$ cat src/rtl/ins_pkg.sv
// Shared instruction-format constants and loader state encoding.
// Used by the field encoder, the program loader and the instruction decoder.
package ins_pkg;

  localparam int OP_W  = 6;
  localparam int REG_W = 5;
  localparam int IMM_W = 16;
  localparam int INS_W = 32;

  // Field LSB positions inside the 32-bit instruction word
  localparam int OP_LSB  = 26;
  localparam int RS_LSB  = 21;
  localparam int RT_LSB  = 16;
  localparam int RD_LSB  = 11;
  localparam int IMM_LSB = 0;

  typedef enum logic [1:0] {
    IDLE = 2'd0,
    LOAD = 2'd1,
    DONE = 2'd2
  } ld_state_e;

endpackage

$ cat src/rtl/ins_field_encoder.sv
// Combinational packer: decoded fields plus itype in, 32-bit instruction word out.
// R-type places rd at [15:11] with [10:0] zero; I-type places imm at [15:0].
module ins_field_encoder
  import ins_pkg::*;
(
  input  logic [OP_W-1:0]  opcode,
  input  logic [REG_W-1:0] rs,
  input  logic [REG_W-1:0] rt,
  input  logic [REG_W-1:0] rd,
  input  logic [IMM_W-1:0] imm,
  input  logic             itype,
  output logic [INS_W-1:0] word
);

  // Assemble the word from its fields; the unused field never reaches the output
  always_comb begin
    word = '0;
    word[OP_LSB +: OP_W] = opcode;
    word[RS_LSB +: REG_W] = rs;
    word[RT_LSB +: REG_W] = rt;
    if (itype) begin
      word[IMM_LSB +: IMM_W] = imm;
    end else begin
      word[RD_LSB +: REG_W] = rd;
    end
  end

endmodule

$ cat src/rtl/ins_encode_loader.sv
// Instruction encoder and program loader: accepts field sets over valid/ready,
// packs them into instruction words and writes them to consecutive addresses.
// Optional build macro: LOADER_CHECKSUM_EN (running XOR of written words).
module ins_encode_loader
  import ins_pkg::*;
#(
  parameter int ADDR_W    = 8,
  parameter int BASE_ADDR = 0
) (
  input  logic              clk,
  input  logic              rst,
  input  logic              start,
  input  logic              in_valid,
  output logic              in_ready,
  input  logic [OP_W-1:0]   opcode,
  input  logic [REG_W-1:0]  rs,
  input  logic [REG_W-1:0]  rt,
  input  logic [REG_W-1:0]  rd,
  input  logic [IMM_W-1:0]  imm,
  input  logic              itype,
  input  logic              last,
  output logic              mem_we,
  output logic [ADDR_W-1:0] mem_addr,
  output logic [INS_W-1:0]  mem_wdata,
  output logic [ADDR_W:0]   count,
  output logic              full,
  output logic              done,
  output logic [INS_W-1:0]  checksum
);

  localparam logic [ADDR_W-1:0] BASE      = ADDR_W'(BASE_ADDR);
  localparam logic [ADDR_W-1:0] LAST_ADDR = '1;

  ld_state_e         state_q, state_d;
  logic [ADDR_W-1:0] addr_q, addr_d;
  logic [ADDR_W:0]   count_q, count_d;
  logic              full_q, full_d;
  logic              we_q, we_d;
  logic [ADDR_W-1:0] waddr_q, waddr_d;
  logic [INS_W-1:0]  wdata_q, wdata_d;
  logic              done_q, done_d;
  logic [INS_W-1:0]  word;
  logic              accept;
  logic              start_ok;

  ins_field_encoder u_enc (
    .opcode (opcode),
    .rs     (rs),
    .rt     (rt),
    .rd     (rd),
    .imm    (imm),
    .itype  (itype),
    .word   (word)
  );

  assign in_ready = (state_q == LOAD);
  assign accept   = in_valid && in_ready;
  assign start_ok = start && (state_q == IDLE);

  // Session sequencing, address/count bookkeeping and write-port staging
  always_comb begin
    state_d = state_q;
    addr_d  = addr_q;
    count_d = count_q;
    full_d  = full_q;
    waddr_d = waddr_q;
    wdata_d = wdata_q;
    we_d    = 1'b0;
    done_d  = 1'b0;
    case (state_q)
      IDLE: begin
        if (start) begin
          state_d = LOAD;
          addr_d  = BASE;
          count_d = '0;
          full_d  = 1'b0;
        end
      end
      LOAD: begin
        if (accept) begin
          we_d    = 1'b1;
          waddr_d = addr_q;
          wdata_d = word;
          addr_d  = addr_q + 1'b1;
          count_d = count_q + 1'b1;
          // The top address ends the session; the pointer is reloaded on start, so it never wraps into use
          if (addr_q == LAST_ADDR) begin
            full_d = 1'b1;
          end
          if (last || (addr_q == LAST_ADDR)) begin
            state_d = DONE;
            done_d  = 1'b1;
          end
        end
      end
      DONE: begin
        state_d = IDLE;
      end
      default: begin
        state_d = IDLE;
      end
    endcase
  end

  // State and output registers
  always_ff @(posedge clk or posedge rst) begin
    if (rst) begin
      state_q <= IDLE;
      addr_q  <= '0;
      count_q <= '0;
      full_q  <= 1'b0;
      we_q    <= 1'b0;
      waddr_q <= '0;
      wdata_q <= '0;
      done_q  <= 1'b0;
    end else begin
      state_q <= state_d;
      addr_q  <= addr_d;
      count_q <= count_d;
      full_q  <= full_d;
      we_q    <= we_d;
      waddr_q <= waddr_d;
      wdata_q <= wdata_d;
      done_q  <= done_d;
    end
  end

  assign mem_we    = we_q;
  assign mem_addr  = waddr_q;
  assign mem_wdata = wdata_q;
  assign count     = count_q;
  assign full      = full_q;
  assign done      = done_q;

`ifdef LOADER_CHECKSUM_EN
  logic [INS_W-1:0] csum_q, csum_d;

  // Running XOR over the session's written words, cleared when a session starts
  always_comb begin
    csum_d = csum_q;
    if (start_ok) begin
      csum_d = '0;
    end else if (accept) begin
      csum_d = csum_q ^ word;
    end
  end

  // Checksum register
  always_ff @(posedge clk or posedge rst) begin
    if (rst) begin
      csum_q <= '0;
    end else begin
      csum_q <= csum_d;
    end
  end

  assign checksum = csum_q;
`else
  logic unused_start_ok;
  assign unused_start_ok = start_ok;
  assign checksum        = '0;
`endif

endmodule

$ cat config.mk
export PLATFORM = sky130hd
export DESIGN_NAME = ins_encode_loader
export DESIGN_NICKNAME = d
export VERILOG_FILES = /design/src/rtl/ins_pkg.sv /design/src/rtl/ins_field_encoder.sv /design/src/rtl/ins_encode_loader.sv
export SDC_FILE = /design/constraint.sdc
export NUM_CORES = 1
export LEC_CHECK = 0
export CORE_MARGIN = 2
export CORE_UTILIZATION = 45
export CTS_CLUSTER_SIZE = 10
export DETAILED_ROUTE_END_ITERATION = 16
export GPL_ROUTABILITY_DRIVEN = 0
export GPL_TIMING_DRIVEN = 0
export PLACE_DENSITY = 0.85
export SYNTH_ARGS = -nofsm -noshare
export SYNTH_HDL_FRONTEND = slang
export SYNTH_SLANG_ARGS = --single-unit
$ cat constraint.sdc
create_clock -name clk -period 3 [get_ports clk]
set_input_delay 0.6 -clock clk [delete_from_list [all_inputs] [get_ports clk]]
set_output_delay 0.6 -clock clk [all_outputs]
set_load 0.01 [all_outputs]
==> key figures <==
GRT
  • GRT Util Overall: 0.200
  • Via count of the first global-routing pass: 2316
  • Pin count of the biggest net entering global routing: 35
  • Number of antenna violations at the first check in global routing: 0
  • Sum of overflow across all layers after global routing: 0
  • First-pass GRT wire length: 11100 um

Critical path
  • Required time of the critical path: 2.40 ns
  • Worst setup startpoint: state_q[0]
  • Buffer and inverter count on the worst path: 1
  • Critical Path Stages: 2
  • Reg-to-reg slack, setup: 1.25 ns
  • Critical-path top delay cell: sky130_fd_sc_hd__clkdlybuf4s50_1
  • Worst setup path end: in_ready
  • Startpoint type of the worst setup path: flip-flop
  • Kind of cell adding the most delay to the critical path: buffers and inverters
  • Kind of capture point of the worst setup path: output pin
  • Data arrival time of the critical path: 1.76 ns
  • Largest fanout of any net on the critical path: 5
  • Cell depth of the worst flop-to-flop path: 4
  • Worst reg2reg path startpoint: state_q[1]
  • Critical path class: flip-flop to output pin
  • Worst path cell trace: nor2b_1, clkdlybuf4s50_1
  • Reg-to-Reg End: count[2]
  • Maximum cell stage delay along the critical path: 0.61 ns

Routing
  • Routed len/inst: 12.9 um
  • DRC violation count after routing: 0
  • Number of DRC markers in iteration 0: 130
  • Total via count in the routed design: 2464
  • Sum of routed wire length over all layers: 6770 um
  • Drt first pass iters: 4
  • Antenna-violating nets left: 0
  • Vias per Instance: 4.68

Yosys
  • Biggest area contributors in the synthesized netlist: sky130_fd_sc_hd__dfrtp_1 (54%), sky130_fd_sc_hd__nand2_1 (14%), sky130_fd_sc_hd__buf_4 (8.4%)
  • Number of synthesized flops with an enable pin: 0
  • Post-Synthesis Mean Instance Area: 9.35 um2
  • Most common flop cell mapped by yosys: sky130_fd_sc_hd__dfrtp_1
  • Total standard cell area after synthesis: 2870 um2
  • Total of flip-flops plus latches after synthesis: 62
  • Top cell type by total area after synthesis: sky130_fd_sc_hd__dfrtp_1
  • Count of warnings emitted by yosys: 0
  • Fraction of the yosys area taken by sequential cells: 0.541
  • Top cell type's share of synthesized area: 0.541
  • Post-Syn Instances: 307
  • Post-synthesis async set-or-reset flop share: 1.00
  • Count of distinct cell types in the synthesized netlist: 33

STA
  • Setup repair after global routing missed its margin: false
  • Worst relative slew slack: 0.496
  • Max Clock Freq: 423 MHz
  • Slew at the pin closest to its max-slew limit: 0.754 ns
  • Hold slack final: 0.472 ns
  • Final critical delay including setup and external delays: 2.36 ns
  • Total Neg Setup Slack: 0 ns
  • Final worst-path cycle share: 0.787
  • Count of final hold-check violations: 0
  • Clock Skew: 0.00857 ns
  • Total of endpoints with negative setup slack in the final report: 0
  • Final Max Tran Viols: 0

Clock network
  • Cts repair resizes: 0
  • Depth of the CTS H-tree: 3
  • Master cell of the clock root buffer: sky130_fd_sc_hd__clkbuf_8
  • Buffers inserted during post-CTS setup optimization: 0
  • Clock transition time at the flip-flop clock pins of the worst setup and hold paths: 0.07 ns
  • Clock network latency to the later pin of the worst-skew pair: 0.33 ns
  • Hold-fix buffers at CTS: 0
  • TritonCTS buffer count: 9
  • CTS tree: yes
  • CTS Buffer Depth: 2
  • Clock tree sinks: 62

Power and ir drop
  • Internal cell power: 2200 uW
  • Cell leakage power: 0.00210 uW
  • Power Density: 787 nW/um2
  • Comb pwr share: 0.392
  • Sequential fraction of design power: 0.385
  • Power Total: 3340 uW
  • Switching portion of total power: 0.342
  • Worst vdd rail ir drop: 0.511 mV
  • Switching power: 1140 uW
  • Share of power burned in the clock network: 0.223

Min path
  • Type of the tightest min-delay check: flip-flop to flip-flop

Floorplan
  • Die Height: 83.8 um
  • Starting utilization of the core area: 0.460
  • Floorplan die area: 7030 um2
  • Number of primary I/O pins: 128
  • Die width: 83.8 um
  • Placeable core region: 6240 um2
  • Row count: 29

Final layout
  • Share of layout cells above drive strength 1: 0.145
  • Antenna Cells: 0
  • Post-layout utilization of the core: 0.681
  • Area growth from synthesis to layout: 48.1%
  • Final Net Count: 489

Run
  • Number of max-capacitance violations reported: 0

Placement
  • Number of buffer cells added on primary ports: 94
  • HPWL after detailed placement: 5080 um

Outcome
  • Status: finished clean
[logic make-up (layout without fill, tap and decap cells)]
kind of cell | after synthesis | count (layout) | share of synthesized area
xor gates and xnor gates | 9 | 9 | 0.0275
other | 1 | 32 | 0.00131
and+or+nand+nor | 161 | 161 | 0.253
adders and majority gates | 2 | 2 | 0.00872
muxes | 7 | 7 | 0.0275
AOI/OAI and AO/OA | 18 | 18 | 0.0353
buffers and inverters | 47 | 158 | 0.106
DFF | 62 | 62 | 0.541
[flip-flops by register name (all words and copies together) (netlist names)]
signal / cells
mem_addr: 8
mem_wdata: 32
count: 9
state_q: 2
addr_q: 8
full: 1
done: 1
mem_we: 1
[Yosys cell counts, types with 2 or more instances]
cell                       number
sky130_fd_sc_hd__a21oi_1        6
sky130_fd_sc_hd__buf_2          6
sky130_fd_sc_hd__buf_4         32
sky130_fd_sc_hd__clkbuf_1       6
sky130_fd_sc_hd__dfrtp_1       62
sky130_fd_sc_hd__ha_1           2
sky130_fd_sc_hd__mux2i_1        5
sky130_fd_sc_hd__nand2_1      109
sky130_fd_sc_hd__nand3_1       17
sky130_fd_sc_hd__nand4_1        5
sky130_fd_sc_hd__nor2_1        16
sky130_fd_sc_hd__nor2_2         2
sky130_fd_sc_hd__nor4_2         2
sky130_fd_sc_hd__o21ai_0        9
sky130_fd_sc_hd__or3_1          3
sky130_fd_sc_hd__xnor2_1        4
sky130_fd_sc_hd__xor2_1         5
[tightest hold or removal path, cell delays in order, from the launching register on]
cell                      delay [ns]
sky130_fd_sc_hd__dfrtp_1        0.34
sky130_fd_sc_hd__nand2_1        0.05
sky130_fd_sc_hd__nand2_1        0.05
[area by class of cell]
cell class | instances | area (um2)
fill | 514 | 1990
sequential | 62 | 1550
multi-input combinational | 229 | 1130
timing repair buffer | 95 | 961
buffer | 45 | 297
clock buffer | 10 | 138
tap | 77 | 96.3
clock inverter | 6 | 68.8
inverter | 2 | 7.51
[worst min path at each step]
stage	startpoint	to	slack, ns	cells past startpoint
after global routing	mem_wdata[6]	mem_wdata[6]	0.50	2
after floorplan	addr_q[6]	mem_addr[6]	0.48	2
after detailed placement	mem_wdata[7]	mem_wdata[7]	0.46	2
after global placement	mem_wdata[9]	mem_wdata[9]	0.45	2
final	mem_wdata[9]	mem_wdata[9]	0.47	2
after CTS	mem_wdata[4]	mem_wdata[4]	0.48	2
[cells in the final DEF, fill, tap and decap left out, types with 2 or more instances in the layout]
cell type                         count
sky130_fd_sc_hd__buf_4               32
sky130_fd_sc_hd__ha_1                 2
sky130_fd_sc_hd__inv_2                2
sky130_fd_sc_hd__xnor2_1              4
sky130_fd_sc_hd__nor2_1              16
sky130_fd_sc_hd__nor4_2               2
sky130_fd_sc_hd__nor2_2               2
sky130_fd_sc_hd__o21ai_0              9
sky130_fd_sc_hd__clkbuf_8            10
sky130_fd_sc_hd__conb_1              32
sky130_fd_sc_hd__or3_1                3
sky130_fd_sc_hd__xor2_1               5
sky130_fd_sc_hd__clkbuf_1             6
sky130_fd_sc_hd__nand3_1             17
sky130_fd_sc_hd__buf_2                6
sky130_fd_sc_hd__clkdlybuf4s50_1     94
sky130_fd_sc_hd__nand4_1              5
sky130_fd_sc_hd__nand2_1            109
sky130_fd_sc_hd__mux2i_1              5
sky130_fd_sc_hd__dfrtp_1             62
sky130_fd_sc_hd__a21oi_1              6
sky130_fd_sc_hd__clkinvlp_4           4
[power groups by stage]
| stage | Clock (uW) | Sequential, uW | Combinational (uW) |
|---|---|---|---|
| floorplan | 0 | 1410 | 485 |
| global placement | 0 | 1290 | 1290 |
| detailed placement | 0 | 1300 | 1320 |
| CTS | 761 | 1290 | 1330 |
| global route | 805 | 1330 | 1440 |
| finish | 745 | 1290 | 1310 |
[per-stage QoR]
stage / setup WS (ns) / cells / area [um2]
CTS: 0.639 / 526 / 4250
floorplan: 0.859 / 338 / 2990
global route: 0.570 / 526 / 4250
detailed placement: 0.614 / 510 / 4040
global placement: -0.175 / 509 / 4020
finish: 0.638 / 526 / 4250
[routing by layer]
| layer | global-route usage | part of all wire | wire length [um] |
|---|---|---|---|
| met3 | 0.0504 | 0.070 | 473 |
| met2 | 0.324 | 0.49 | 3290 |
| met1 | 0.263 | 0.43 | 2900 |
| met4 | 0.0704 | 0.017 | 113 |
| met5 | 0 | 0 | 0 |
Note: power is estimated with default switching activity, not from simulation.
